[src/rtl/pe_seq_pkg.sv]
// pe_seq_pkg
// Shared definitions for the PE array sequencer:
//   - seq_state_t : frame sequencer state encoding
//   - PIX_W       : pixel channel width
//   - SAT_MAX     : saturated channel value
//   - clog2()     : elaboration-time ceil(log2()) helper
package pe_seq_pkg;

    localparam int PIX_W = 8;
    localparam logic [PIX_W-1:0] SAT_MAX = 8'd255;

    typedef enum logic [2:0] {
        IDLE,
        SUM_GO,
        SUM_WAIT,
        AVG,
        BG_GO,
        BG_WAIT,
        DONE
    } seq_state_t;

    // ceil(log2(value)); clog2(1) = 0.
    function automatic int clog2(input int value);
        int r;
        r = 0;
        for (int i = 0; i < 31; i++) begin
            if ((1 << i) < value) r = i + 1;
        end
        return r;
    endfunction

endpackage

[src/rtl/pe_seq_divider.sv]
// pe_seq_divider
// Restoring divider by the constant NUM_PROC, one quotient bit per cycle.
// The quotient is saturated to 8 bits and held until the next completed
// division. With NUM_PROC = 1 the divide is bypassed and completes in one
// cycle.
// Ports:
//   Clk, Reset   clock, asynchronous active-high reset
//   start_i      load dividend_i and begin dividing
//   dividend_i   total to divide (SUM_W + clog2(NUM_PROC) bits)
//   busy_o       division in progress
//   valid_o      last step this cycle; quot_o updates at the next edge
//   quot_o       saturated 8-bit quotient
module pe_seq_divider
    import pe_seq_pkg::*;
#(
    parameter int NUM_PROC = 2,
    parameter int SUM_W    = 32
) (
    input  logic                                Clk,
    input  logic                                Reset,
    input  logic                                start_i,
    input  logic [SUM_W+clog2(NUM_PROC)-1:0]    dividend_i,
    output logic                                busy_o,
    output logic                                valid_o,
    output logic [PIX_W-1:0]                    quot_o
);

    localparam int TOT_W = SUM_W + clog2(NUM_PROC);
    localparam int DW    = clog2(NUM_PROC) + 1;
    localparam int LAT   = (NUM_PROC == 1) ? 1 : TOT_W;
    localparam int CW    = clog2(LAT + 1);
    localparam logic [DW:0] DIVISOR = (DW + 1)'(NUM_PROC);

    // dvd_q shifts the dividend out of its MSB while quotient bits enter
    // at the LSB; after TOT_W steps it holds the full quotient.
    logic [TOT_W-1:0] dvd_q, dvd_d;
    logic [DW-1:0]    rem_q, rem_d;
    logic [CW-1:0]    cnt_q;
    logic [PIX_W-1:0] quot_q;
    logic [DW:0]      shifted;
    logic [DW:0]      diff;
    logic             ge;
    logic [TOT_W-1:0] result;

    function automatic logic [PIX_W-1:0] saturate(input logic [TOT_W-1:0] q);
        if ((q >> PIX_W) != '0) return SAT_MAX;
        return q[PIX_W-1:0];
    endfunction

    always_comb begin
        shifted = {rem_q, dvd_q[TOT_W-1]};
        diff    = shifted - DIVISOR;
        ge      = (shifted >= DIVISOR);
        rem_d   = ge ? diff[DW-1:0] : shifted[DW-1:0];
        dvd_d   = {dvd_q[TOT_W-2:0], ge};
        result  = (NUM_PROC == 1) ? dvd_q : dvd_d;
    end

    always_ff @(posedge Clk or posedge Reset) begin
        if (Reset) begin
            dvd_q  <= '0;
            rem_q  <= '0;
            cnt_q  <= '0;
            quot_q <= '0;
        end else if (start_i) begin
            dvd_q <= dividend_i;
            rem_q <= '0;
            cnt_q <= CW'(LAT);
        end else if (cnt_q != '0) begin
            dvd_q <= dvd_d;
            rem_q <= rem_d;
            cnt_q <= cnt_q - CW'(1);
            if (cnt_q == CW'(1)) quot_q <= saturate(result);
        end
    end

    assign busy_o  = (cnt_q != '0);
    assign valid_o = (cnt_q == CW'(1));
    assign quot_o  = quot_q;

endmodule

[src/rtl/pe_array_sequencer.sv]
// pe_array_sequencer
// Frame controller for NUM_PROC background-removal PEs: runs the sum pass,
// averages the per-channel sums into the expected background colour,
// broadcasts config and runs the removal pass, then holds done until the
// host acknowledges.
// Ports:
//   Clk, Reset                         clock, asynchronous active-high reset
//   start, host_ack                    host handshake
//   threshold_in, bg_*_in              frame config, latched on accepted start
//   busy, done, err                    host status
//   pe_start_sum, pe_start_bg, pe_ack  PE control
//   pe_sum_done, pe_bg_done            PE completion levels
//   *_sum_flat                         PE k sum at [k*SUM_W +: SUM_W]
//   *_exp                              averaged expected background
//   threshold, desired_bg_*            registered broadcast config
// Build option: PE_SEQ_TIMEOUT_EN enables the wait-state watchdog
// (TIMEOUT_CYC); without it err is tied low and waits are unbounded.
//
// state    | meaning
// IDLE     | waiting for host start
// SUM_GO   | one-cycle sum start pulse to all PEs
// SUM_WAIT | collecting sum-done bits
// AVG      | dividing channel totals by NUM_PROC
// BG_GO    | one-cycle removal start pulse to all PEs
// BG_WAIT  | collecting removal-done bits
// DONE     | done held until host_ack
module pe_array_sequencer
    import pe_seq_pkg::*;
#(
    parameter int NUM_PROC    = 2,
    parameter int SUM_W       = 32,
    parameter int TIMEOUT_CYC = 1024
) (
    input  logic                      Clk,
    input  logic                      Reset,
    input  logic                      start,
    input  logic                      host_ack,
    input  logic [7:0]                threshold_in,
    input  logic [7:0]                bg_r_in,
    input  logic [7:0]                bg_g_in,
    input  logic [7:0]                bg_b_in,
    output logic                      busy,
    output logic                      done,
    output logic                      err,
    output logic [NUM_PROC-1:0]       pe_start_sum,
    output logic [NUM_PROC-1:0]       pe_start_bg,
    output logic                      pe_ack,
    input  logic [NUM_PROC-1:0]       pe_sum_done,
    input  logic [NUM_PROC-1:0]       pe_bg_done,
    input  logic [NUM_PROC*SUM_W-1:0] red_sum_flat,
    input  logic [NUM_PROC*SUM_W-1:0] green_sum_flat,
    input  logic [NUM_PROC*SUM_W-1:0] blue_sum_flat,
    output logic [7:0]                red_exp,
    output logic [7:0]                green_exp,
    output logic [7:0]                blue_exp,
    output logic [7:0]                threshold,
    output logic [7:0]                desired_bg_r,
    output logic [7:0]                desired_bg_g,
    output logic [7:0]                desired_bg_b
);

    localparam int TOT_W = SUM_W + clog2(NUM_PROC);

    seq_state_t          state_q, state_d;
    logic                ack_q, ack_d;
    logic [NUM_PROC-1:0] sum_mask_q, bg_mask_q;
    logic [NUM_PROC-1:0] sum_mask_now, bg_mask_now;
    logic [7:0]          thr_q, bgr_q, bgg_q, bgb_q;
    logic [TOT_W-1:0]    tot_r, tot_g, tot_b;
    logic                div_start;
    logic [2:0]          div_busy, div_valid;
    logic                to_expired;
    logic                accept;

    assign accept       = (state_q == IDLE) && start;
    // Done levels count in the same cycle they are seen so a single-cycle
    // pulse is enough to finish a wait.
    assign sum_mask_now = sum_mask_q | pe_sum_done;
    assign bg_mask_now  = bg_mask_q | pe_bg_done;

    always_comb begin
        tot_r = '0;
        tot_g = '0;
        tot_b = '0;
        for (int k = 0; k < NUM_PROC; k++) begin
            tot_r = tot_r + TOT_W'(red_sum_flat[k*SUM_W +: SUM_W]);
            tot_g = tot_g + TOT_W'(green_sum_flat[k*SUM_W +: SUM_W]);
            tot_b = tot_b + TOT_W'(blue_sum_flat[k*SUM_W +: SUM_W]);
        end
    end

    always_comb begin
        state_d   = state_q;
        ack_d     = 1'b0;
        div_start = 1'b0;
        case (state_q)
            IDLE: if (start) state_d = SUM_GO;
            SUM_GO: state_d = SUM_WAIT;
            SUM_WAIT: begin
                if (&sum_mask_now) begin
                    state_d   = AVG;
                    ack_d     = 1'b1;
                    div_start = 1'b1;
                end else if (to_expired) begin
                    state_d = DONE;
                    ack_d   = 1'b1;
                end
            end
            // The idle escape only matters if the dividers were somehow
            // never started; it keeps the FSM from stalling in AVG.
            AVG: if ((&div_valid) || !(|div_busy)) state_d = BG_GO;
            BG_GO: state_d = BG_WAIT;
            BG_WAIT: begin
                if (&bg_mask_now) begin
                    state_d = DONE;
                    ack_d   = 1'b1;
                end else if (to_expired) begin
                    state_d = DONE;
                    ack_d   = 1'b1;
                end
            end
            DONE: if (host_ack) state_d = IDLE;
            default: state_d = IDLE;
        endcase
    end

    always_ff @(posedge Clk or posedge Reset) begin
        if (Reset) begin
            state_q    <= IDLE;
            ack_q      <= 1'b0;
            sum_mask_q <= '0;
            bg_mask_q  <= '0;
            thr_q      <= '0;
            bgr_q      <= '0;
            bgg_q      <= '0;
            bgb_q      <= '0;
        end else begin
            state_q <= state_d;
            ack_q   <= ack_d;
            if (accept) begin
                sum_mask_q <= '0;
                bg_mask_q  <= '0;
                thr_q      <= threshold_in;
                bgr_q      <= bg_r_in;
                bgg_q      <= bg_g_in;
                bgb_q      <= bg_b_in;
            end
            if (state_q == SUM_WAIT) sum_mask_q <= sum_mask_now;
            if (state_q == BG_WAIT)  bg_mask_q  <= bg_mask_now;
        end
    end

`ifdef PE_SEQ_TIMEOUT_EN
    localparam int TO_W = clog2(TIMEOUT_CYC) + 1;
    logic [TO_W-1:0] to_cnt_q;
    logic            err_q;
    logic            to_fire;

    assign to_expired = (to_cnt_q == TO_W'(TIMEOUT_CYC - 1));
    assign to_fire    = to_expired &&
                        (((state_q == SUM_WAIT) && !(&sum_mask_now)) ||
                         ((state_q == BG_WAIT)  && !(&bg_mask_now)));

    always_ff @(posedge Clk or posedge Reset) begin
        if (Reset) begin
            to_cnt_q <= '0;
            err_q    <= 1'b0;
        end else begin
            if ((state_q == SUM_GO) || (state_q == BG_GO))
                to_cnt_q <= '0;
            else if ((state_q == SUM_WAIT) || (state_q == BG_WAIT))
                to_cnt_q <= to_cnt_q + TO_W'(1);
            if (accept)
                err_q <= 1'b0;
            else if (to_fire)
                err_q <= 1'b1;
        end
    end

    assign err = err_q;
`else
    assign to_expired = 1'b0;
    assign err        = 1'b0;
`endif

    pe_seq_divider #(.NUM_PROC(NUM_PROC), .SUM_W(SUM_W)) u_div_r (
        .Clk(Clk), .Reset(Reset), .start_i(div_start), .dividend_i(tot_r),
        .busy_o(div_busy[0]), .valid_o(div_valid[0]), .quot_o(red_exp)
    );

    pe_seq_divider #(.NUM_PROC(NUM_PROC), .SUM_W(SUM_W)) u_div_g (
        .Clk(Clk), .Reset(Reset), .start_i(div_start), .dividend_i(tot_g),
        .busy_o(div_busy[1]), .valid_o(div_valid[1]), .quot_o(green_exp)
    );

    pe_seq_divider #(.NUM_PROC(NUM_PROC), .SUM_W(SUM_W)) u_div_b (
        .Clk(Clk), .Reset(Reset), .start_i(div_start), .dividend_i(tot_b),
        .busy_o(div_busy[2]), .valid_o(div_valid[2]), .quot_o(blue_exp)
    );

    assign busy         = (state_q != IDLE);
    assign done         = (state_q == DONE);
    assign pe_start_sum = {NUM_PROC{state_q == SUM_GO}};
    assign pe_start_bg  = {NUM_PROC{state_q == BG_GO}};
    assign pe_ack       = ack_q;
    assign threshold    = thr_q;
    assign desired_bg_r = bgr_q;
    assign desired_bg_g = bgg_q;
    assign desired_bg_b = bgb_q;

endmodule

[config.mk]
export PLATFORM = sky130hd
export DESIGN_NAME = pe_array_sequencer
export DESIGN_NICKNAME = d
export VERILOG_FILES = /design/src/rtl/pe_seq_pkg.sv /design/src/rtl/pe_seq_divider.sv /design/src/rtl/pe_array_sequencer.sv
export SDC_FILE = /design/constraint.sdc
export NUM_CORES = 1
export LEC_CHECK = 0
export ABC_CLOCK_PERIOD_IN_PS = 12700
export CAP_MARGIN = 20
export CORE_ASPECT_RATIO = 1.2
export CORE_MARGIN = 2
export CORE_UTILIZATION = 42
export DETAILED_ROUTE_END_ITERATION = 8
export PLACE_DENSITY = 0.69
export SLEW_MARGIN = 20
export SYNTH_ARGS = -nofsm -noshare
export SYNTH_HDL_FRONTEND = slang
export SYNTH_SLANG_ARGS = --single-unit
[constraint.sdc]
create_clock -name Clk -period 12.7 [get_ports Clk]
set_input_delay 2.54 -clock Clk [delete_from_list [all_inputs] [get_ports Clk]]
set_output_delay 2.54 -clock Clk [all_outputs]
set_load 0.05 [all_outputs]
==> reports/results.txt, run 1 <==
vias after detailed routing = 12200
Total GRT Usage = 0.200
unrepaired setup endpoints after global routing = false
post-route ant nets = 0
layout cells sized above 1 = 0.0616
drt drc = 0
total negative setup slack = 0 ps
number of diodes = 0
WP data arrival = 5480 ps
max-cap viol count = 0
Slew @ Worst Pin = 883 ps
Unique masters post-synth = 80
Seq/Total Area, Yosys = 0.355
Core Region = 0.0311 mm2
Max Buffers Root-to-Sink = 2
slowest stage delay, CP = 430 ps
post-DP HPWL = 24.9 mm
slowest stage cell on the critical path = fa_1
H-tree levels = 4
syn avg cell area = 8.30 um2
CP endpoint kind = flop
Post-CTS Resized = 0
post-synthesis register bit count = 187
num rows = 71
initial core utilization = 0.424
Synth async-reset ratio = 1.00
Post-synth EDFFs = 0
Buf/Inv on CP = 1
CTS tree = done
count of input and output buffers = 294
Min Hold Slack = 467 ps
crit path max fanout = 3
drt first pass iters = 5
Die Width = 166 um
status = complete, no violations
Worst-path clk slew = 70 ps
chip height = 198 um
Most used DFF post-synth = dfrtp_1
vias in the first global route = 11900
Area Growth Syn to Fin = 29.2%
Post-CTS Setup Inserts = 0
Synth Cell Area = 0.0132 mm2
WL per Instance = 14.8 um
global route overflow = 0
relative slew slack = 0.412
hold_buf cts = 0
clock root buffer = clkbuf_16
clk_lat worst skew = 430 ps
Final Slew Violations = 0
most used cell, CP = o21ai_1
nets@finish = 2177
CTS Buf Count = 17
initial antenna violation count = 0
die area = 0.0328 mm2
Max Fclk = 0.192 GHz
# setup viols final = 0
cell area after layout = 0.0170 mm2
Leakage = 7.33 nW
clk_skew = 12.1 ps
Tcrit/Tclk final = 0.411
largest net degree at the start of global routing = 105
Syn Nets = 1926
1st-iter DRT viols = 697
VDD IR max = 0.162 mV
Placed Area = 0.0164 mm2
worst path cell trace = clkdlybuf4s50_1, ha_1, fa_1, a211oi_1, o21ai_1, nand2_1, a21oi_1, o41a_1, a31oi_2, o21ai_1, xnor2_1, o21ai_0
first-pass GRT wire length = 55.8 mm
delay-heaviest family, CP = compound AO/OA/AOI/OAI gates
Worst Hold Class = reg2reg
Setup crit start kind = primary input
Top Ports = 296
Yosys Warn Count = 0
DR vias/cell = 5.43
Synth Instances = 1586
clock sinks = 187
power density over cell area = 172 mW/mm2
WL final = 33.4 mm
CP Class = in2reg
CP required = 12970 ps
gpl congestion = 0.907
minimum clock period = 5220 ps
Hold Vio Cnt, Final = 0
## synth_stat cells (3+ instances only)
cell,instances,share of area
a211oi_1,12,0.0068
o21ai_1,11,0.0042
o211ai_1,5,0.0029
xor2_1,34,0.023
a211oi_2,3,0.0029
xnor2_1,53,0.035
dfrtp_1,187,0.36
or3_1,12,0.0057
and2_1,6,0.0029
nand2b_1,10,0.0048
nor2_1,152,0.043
a21oi_2,4,0.0027
clkbuf_1,48,0.014
mux2i_1,13,0.0099
buf_1,10,0.0029
a311oi_1,4,0.0027
a21oi_1,122,0.046
a21o_2,3,0.0020
nand3_1,19,0.0072
a31oi_1,70,0.033
a31o_2,4,0.0027
o22ai_1,5,0.0024
and3_1,7,0.0033
buf_2,8,0.0030
nor3_1,48,0.018
o21a_1,8,0.0046
fa_1,3,0.0046
nand2_1,297,0.085
nand4_1,18,0.0086
inv_1,37,0.011
o31ai_1,4,0.0023
a211o_1,3,0.0020
a21o_1,37,0.021
mux2_2,34,0.029
nor4_1,22,0.010
nor2b_1,9,0.0043
o21ai_0,88,0.033
o21bai_1,15,0.0086
buf_4,3,0.0017
nor3b_1,3,0.0017
ha_1,105,0.10
## registers in the layout (all words and copies together), names as in the netlist, 3 cells and up
signal / cells
u_div_r.dvd_q: 33
u_div_r.quot_o: 8
threshold: 8
state_q: 3
desired_bg_g: 8
u_div_r.cnt_q: 6
u_div_g.quot_o: 8
desired_bg_b: 8
u_div_b.dvd_q: 33
u_div_b.quot_o: 8
u_div_g.dvd_q: 33
desired_bg_r: 8
u_div_g.cnt_q: 6
u_div_b.cnt_q: 6
## logic make-up after synthesis
group	after synthesis	share of synthesized area
multiplexers	47	0.0390
adder cells (fa/ha/maj)	108	0.104
XOR/XNOR	87	0.0579
flip-flops	187	0.355
buffers and inverters	110	0.0348
AO/OA/AOI/OAI	428	0.203
AND/OR/NAND/NOR	618	0.205
other	1	0.000285
## where the power goes
group          internal [W]  switching (W)  total, W
Clock              0.000315       0.000242  0.000557
Sequential         0.000860       0.000206   0.00107
Combinational      0.000561       0.000749   0.00131
## metal layers
| layer | up-vias | track usage | part of all wire |
|---|---|---|---|
| met3 | 26 | 0.0372 | 0.046 |
| met2 | 276 | 0.351 | 0.49 |
| met5 | - | 0 | 0 |
| li1 | 6131 | - | - |
| met4 | 0 | 0.0480 | 0.014 |
| met1 | 5780 | 0.255 | 0.45 |
## cell type report
| class | count | area (um2) |
|---|---|---|
| well taps | 401 | 502 |
| flip-flops and latches | 187 | 4680 |
| inverters | 37 | 146 |
| fillers | 2896 | 14100 |
| clock buffers | 18 | 429 |
| repair buffers | 305 | 3030 |
| multi-input cells | 1289 | 8050 |
| clock inverters | 14 | 180 |
## metrics by stage
step | setup slack (ps) | power [W] | std cells | util
after CTS | 7520 | 0.00296 | 2251 | 0.547
final | 7480 | 0.00293 | 2251 | 0.547
after global routing | 7250 | 0.00316 | 2251 | 0.547
after floorplan | 5070 | 0.00199 | 1586 | -
after detailed placement | 7080 | 0.00239 | 2219 | 0.527
after global placement | 7140 | 0.00235 | 2219 | 0.527
## worst paths after layout
check                               endpoint  slack [ps]             start  depth (start not counted)
max reg2reg                       state_q[1]        9790  u_div_b.cnt_q[2]                         10
min                         u_div_r.rem_q[1]         470  u_div_r.rem_q[0]                          1
max                        u_div_b.dvd_q[28]        7480  blue_sum_flat[0]                         12
min reg2reg                 u_div_r.rem_q[1]         470  u_div_r.rem_q[0]                          1
max in group asynchronous   u_div_r.cnt_q[2]        8830             Reset                          3
min in group asynchronous  u_div_b.dvd_q[10]        2630             Reset                          2
## placed cells by master (no fill, tap or decap), types with 13 or more instances in the layout
master             n
mux2i_1           13
xnor2_1           53
dfrtp_1          187
nand2_1          295
o21ai_0           88
nand4_1           18
nor2_1           151
mux2_2            34
ha_1             105
a31oi_1           70
a21oi_1          122
a21o_1            37
inv_1             36
clkbuf_16         17
o21bai_1          15
nor3_1            48
nor4_1            22
nand3_1           18
clkdlybuf4s50_1  294
xor2_1            34
Power figures use the tool's default switching activity.
==> run 2: changes to the inputs <==
--- a/config.mk
+++ b/config.mk
@@ -5,13 +5,13 @@
 export SDC_FILE = /design/constraint.sdc
 export NUM_CORES = 1
 export LEC_CHECK = 0
-export ABC_CLOCK_PERIOD_IN_PS = 12700
+export ABC_CLOCK_PERIOD_IN_PS = 4500
 export CAP_MARGIN = 20
 export CORE_ASPECT_RATIO = 1.2
 export CORE_MARGIN = 2
 export CORE_UTILIZATION = 42
 export DETAILED_ROUTE_END_ITERATION = 8
-export PLACE_DENSITY = 0.69
+export PLACE_DENSITY = 0.71
 export SLEW_MARGIN = 20
 export SYNTH_ARGS = -nofsm -noshare
 export SYNTH_HDL_FRONTEND = slang
==> constraint.sdc (replaced) <==
create_clock -name Clk -period 4.5 [get_ports Clk]
set_input_delay 0.9 -clock Clk [delete_from_list [all_inputs] [get_ports Clk]]
set_output_delay 0.9 -clock Clk [all_outputs]
set_load 0.05 [all_outputs]
==> run 2 against run 1 <==
Clock skew about the same. Total power grew to 2.8 times the previous value. Global-route usage down 0.46 points. Critical path depth unchanged. Clock power up 150%. Worst hold slack lost 6.2 ps. Largest cell class unchanged. Largest power group unchanged. Highest routed layer unchanged.
==> reports/results.txt, run 2 (synthesis gave the netlist of run 1 again) <==
WL final = 32.5 mm
Post-CTS Setup Inserts = 0
count of input and output buffers = 294
Area Growth Syn to Fin = 29.1%
# setup viols final = 0
Worst Hold Class = reg2reg
CTS Buf Count = 17
Post-Place Cells = 2220
Placed Area = 0.0165 mm2
drt first pass iters = 5
global route overflow = 0
Leakage = 7.30 nW
slowest stage delay, CP = 440 ps
initial core utilization = 0.424
first-pass GRT wire length = 54.6 mm
Post-CTS Resized = 0
hold endpoint = u_div_g.rem_q[1]
Hold Vio Cnt, Final = 0
num rows = 71
drt drc = 0
max-cap viol count = 0
Top Ports = 296
Setup crit start kind = primary input
setup ws final = 859 ps
chip height = 198 um
crit path max fanout = 3
hold path cells = 1
Die Width = 166 um
Hold Startpoint = u_div_g.rem_q[0]
CP required = 4840 ps
initial antenna violation count = 0
worst r2r dst = u_div_g.dvd_q[28]
Total GRT Usage = 0.195
DP Worst Slack = 465 ps
hold_buf cts = 0
WP data arrival = 3990 ps
Multi-input gate area = 0.00806 mm2
vias in the first global route = 11900
nets@finish = 2178
FF/Latch Area = 0.00468 mm2
number of diodes = 0
layout cells sized above 1 = 0.0616
H-tree levels = 4
WL per Instance = 14.4 um
DR vias/cell = 5.42
most used cell, CP = o21ai_1
fin cells = 2252
relative slew slack = 0.427
most frequent cells in the layout = 296 x nand2_1, 294 x clkdlybuf4s50_1, 187 x dfrtp_1
minimum clock period = 3640 ps
CP endpoint kind = flop
Worst-path clk slew = 70 ps
gpl congestion = 0.903
clk_lat worst skew = 430 ps
1st-iter DRT viols = 743
Tcrit/Tclk final = 0.809
R2R depth = 6
Filler cells = 2917
Final Slew Violations = 0
Max Fclk = 0.275 GHz
post-DP HPWL = 24.8 mm
clk_skew = 11.8 ps
slowest stage cell on the critical path = a211oi_1
cell area after layout = 0.0170 mm2
power density over cell area = 476 mW/mm2
status = complete, no violations
vias after detailed routing = 12200
largest net degree at the start of global routing = 82
Slew @ Worst Pin = 855 ps
VDD IR max = 0.509 mV
R2R Path Start = state_q[2]
CP Class = in2reg
clock root buffer = clkbuf_16
most common cell after layout, fill and taps aside = nand2_1
worst path cell trace = clkdlybuf4s50_1, ha_1, fa_1, a211oi_1, o21ai_1, nand2_1, a21oi_1, o41a_1, a31oi_2, o21ai_1, xnor2_1, o21ai_0
Max Buffers Root-to-Sink = 2
clock sinks = 187
reg2reg setup slack = 1940 ps
total negative setup slack = 0 ps
unrepaired setup endpoints after global routing = false
die area = 0.0328 mm2
biggest regs = u_div_b.dvd_q: 33 flops, u_div_g.dvd_q: 33 flops, u_div_r.dvd_q: 33 flops
Core Region = 0.0311 mm2
Min Hold Slack = 461 ps
post-route ant nets = 0
CTS tree = done
-- run 2: report_power, final --
group / switching, W / leakage, nW / total [W] / internal (W)
Clock: 0.000636 / 0.258 / 0.00139 / 0.000750
Sequential: 0.000573 / 2.15 / 0.00300 / 0.00243
Combinational: 0.00211 / 4.89 / 0.00371 / 0.00160
-- run 2: worst max-delay path, delay by kind of cell --
family,cells,cell delay [ps]
xor+xnor,1,130
compound gates,7,1750
fa+ha+maj,2,650
buf+inv,1,410
simple gates,1,150
-- run 2: through the flow --
| stage | util | total power (W) |
|---|---|---|
| global placement | 0.529 | 0.00663 |
| detailed placement | 0.529 | 0.00674 |
| finish | 0.547 | 0.00809 |
| floorplan | - | 0.00561 |
| CTS | 0.547 | 0.00817 |
| global route | 0.547 | 0.00873 |
-- run 2: worst max path at each step --
| stage | end | startpoint |
|---|---|---|
| 2_1_floorplan | bg_mask_q[0] | Reset |
| 3_3_place_gp | u_div_r.dvd_q[30] | red_sum_flat[0] |
| 3_5_place_dp | u_div_b.dvd_q[28] | blue_sum_flat[0] |
| 4_1_cts | u_div_b.dvd_q[28] | blue_sum_flat[0] |
| 5_1_grt | u_div_b.dvd_q[28] | blue_sum_flat[0] |
| 6_report | u_div_b.dvd_q[28] | blue_sum_flat[0] |
-- run 2: metal layers --
layer	routed length, um	track usage	part of all wire
met4	420	0.0493	0.013
met2	16100	0.345	0.50
met1	14500	0.246	0.45
met3	1430	0.0372	0.044
met5	0	0	0
-- run 2: layout make-up --
class | count | share of cell area
multi-input cells | 1289 | 0.474
flip-flops and latches | 187 | 0.275
repair buffers | 306 | 0.181
well taps | 401 | 0.0295
clock buffers | 22 | 0.0279
inverters | 37 | 0.00839
clock inverters | 10 | 0.00397
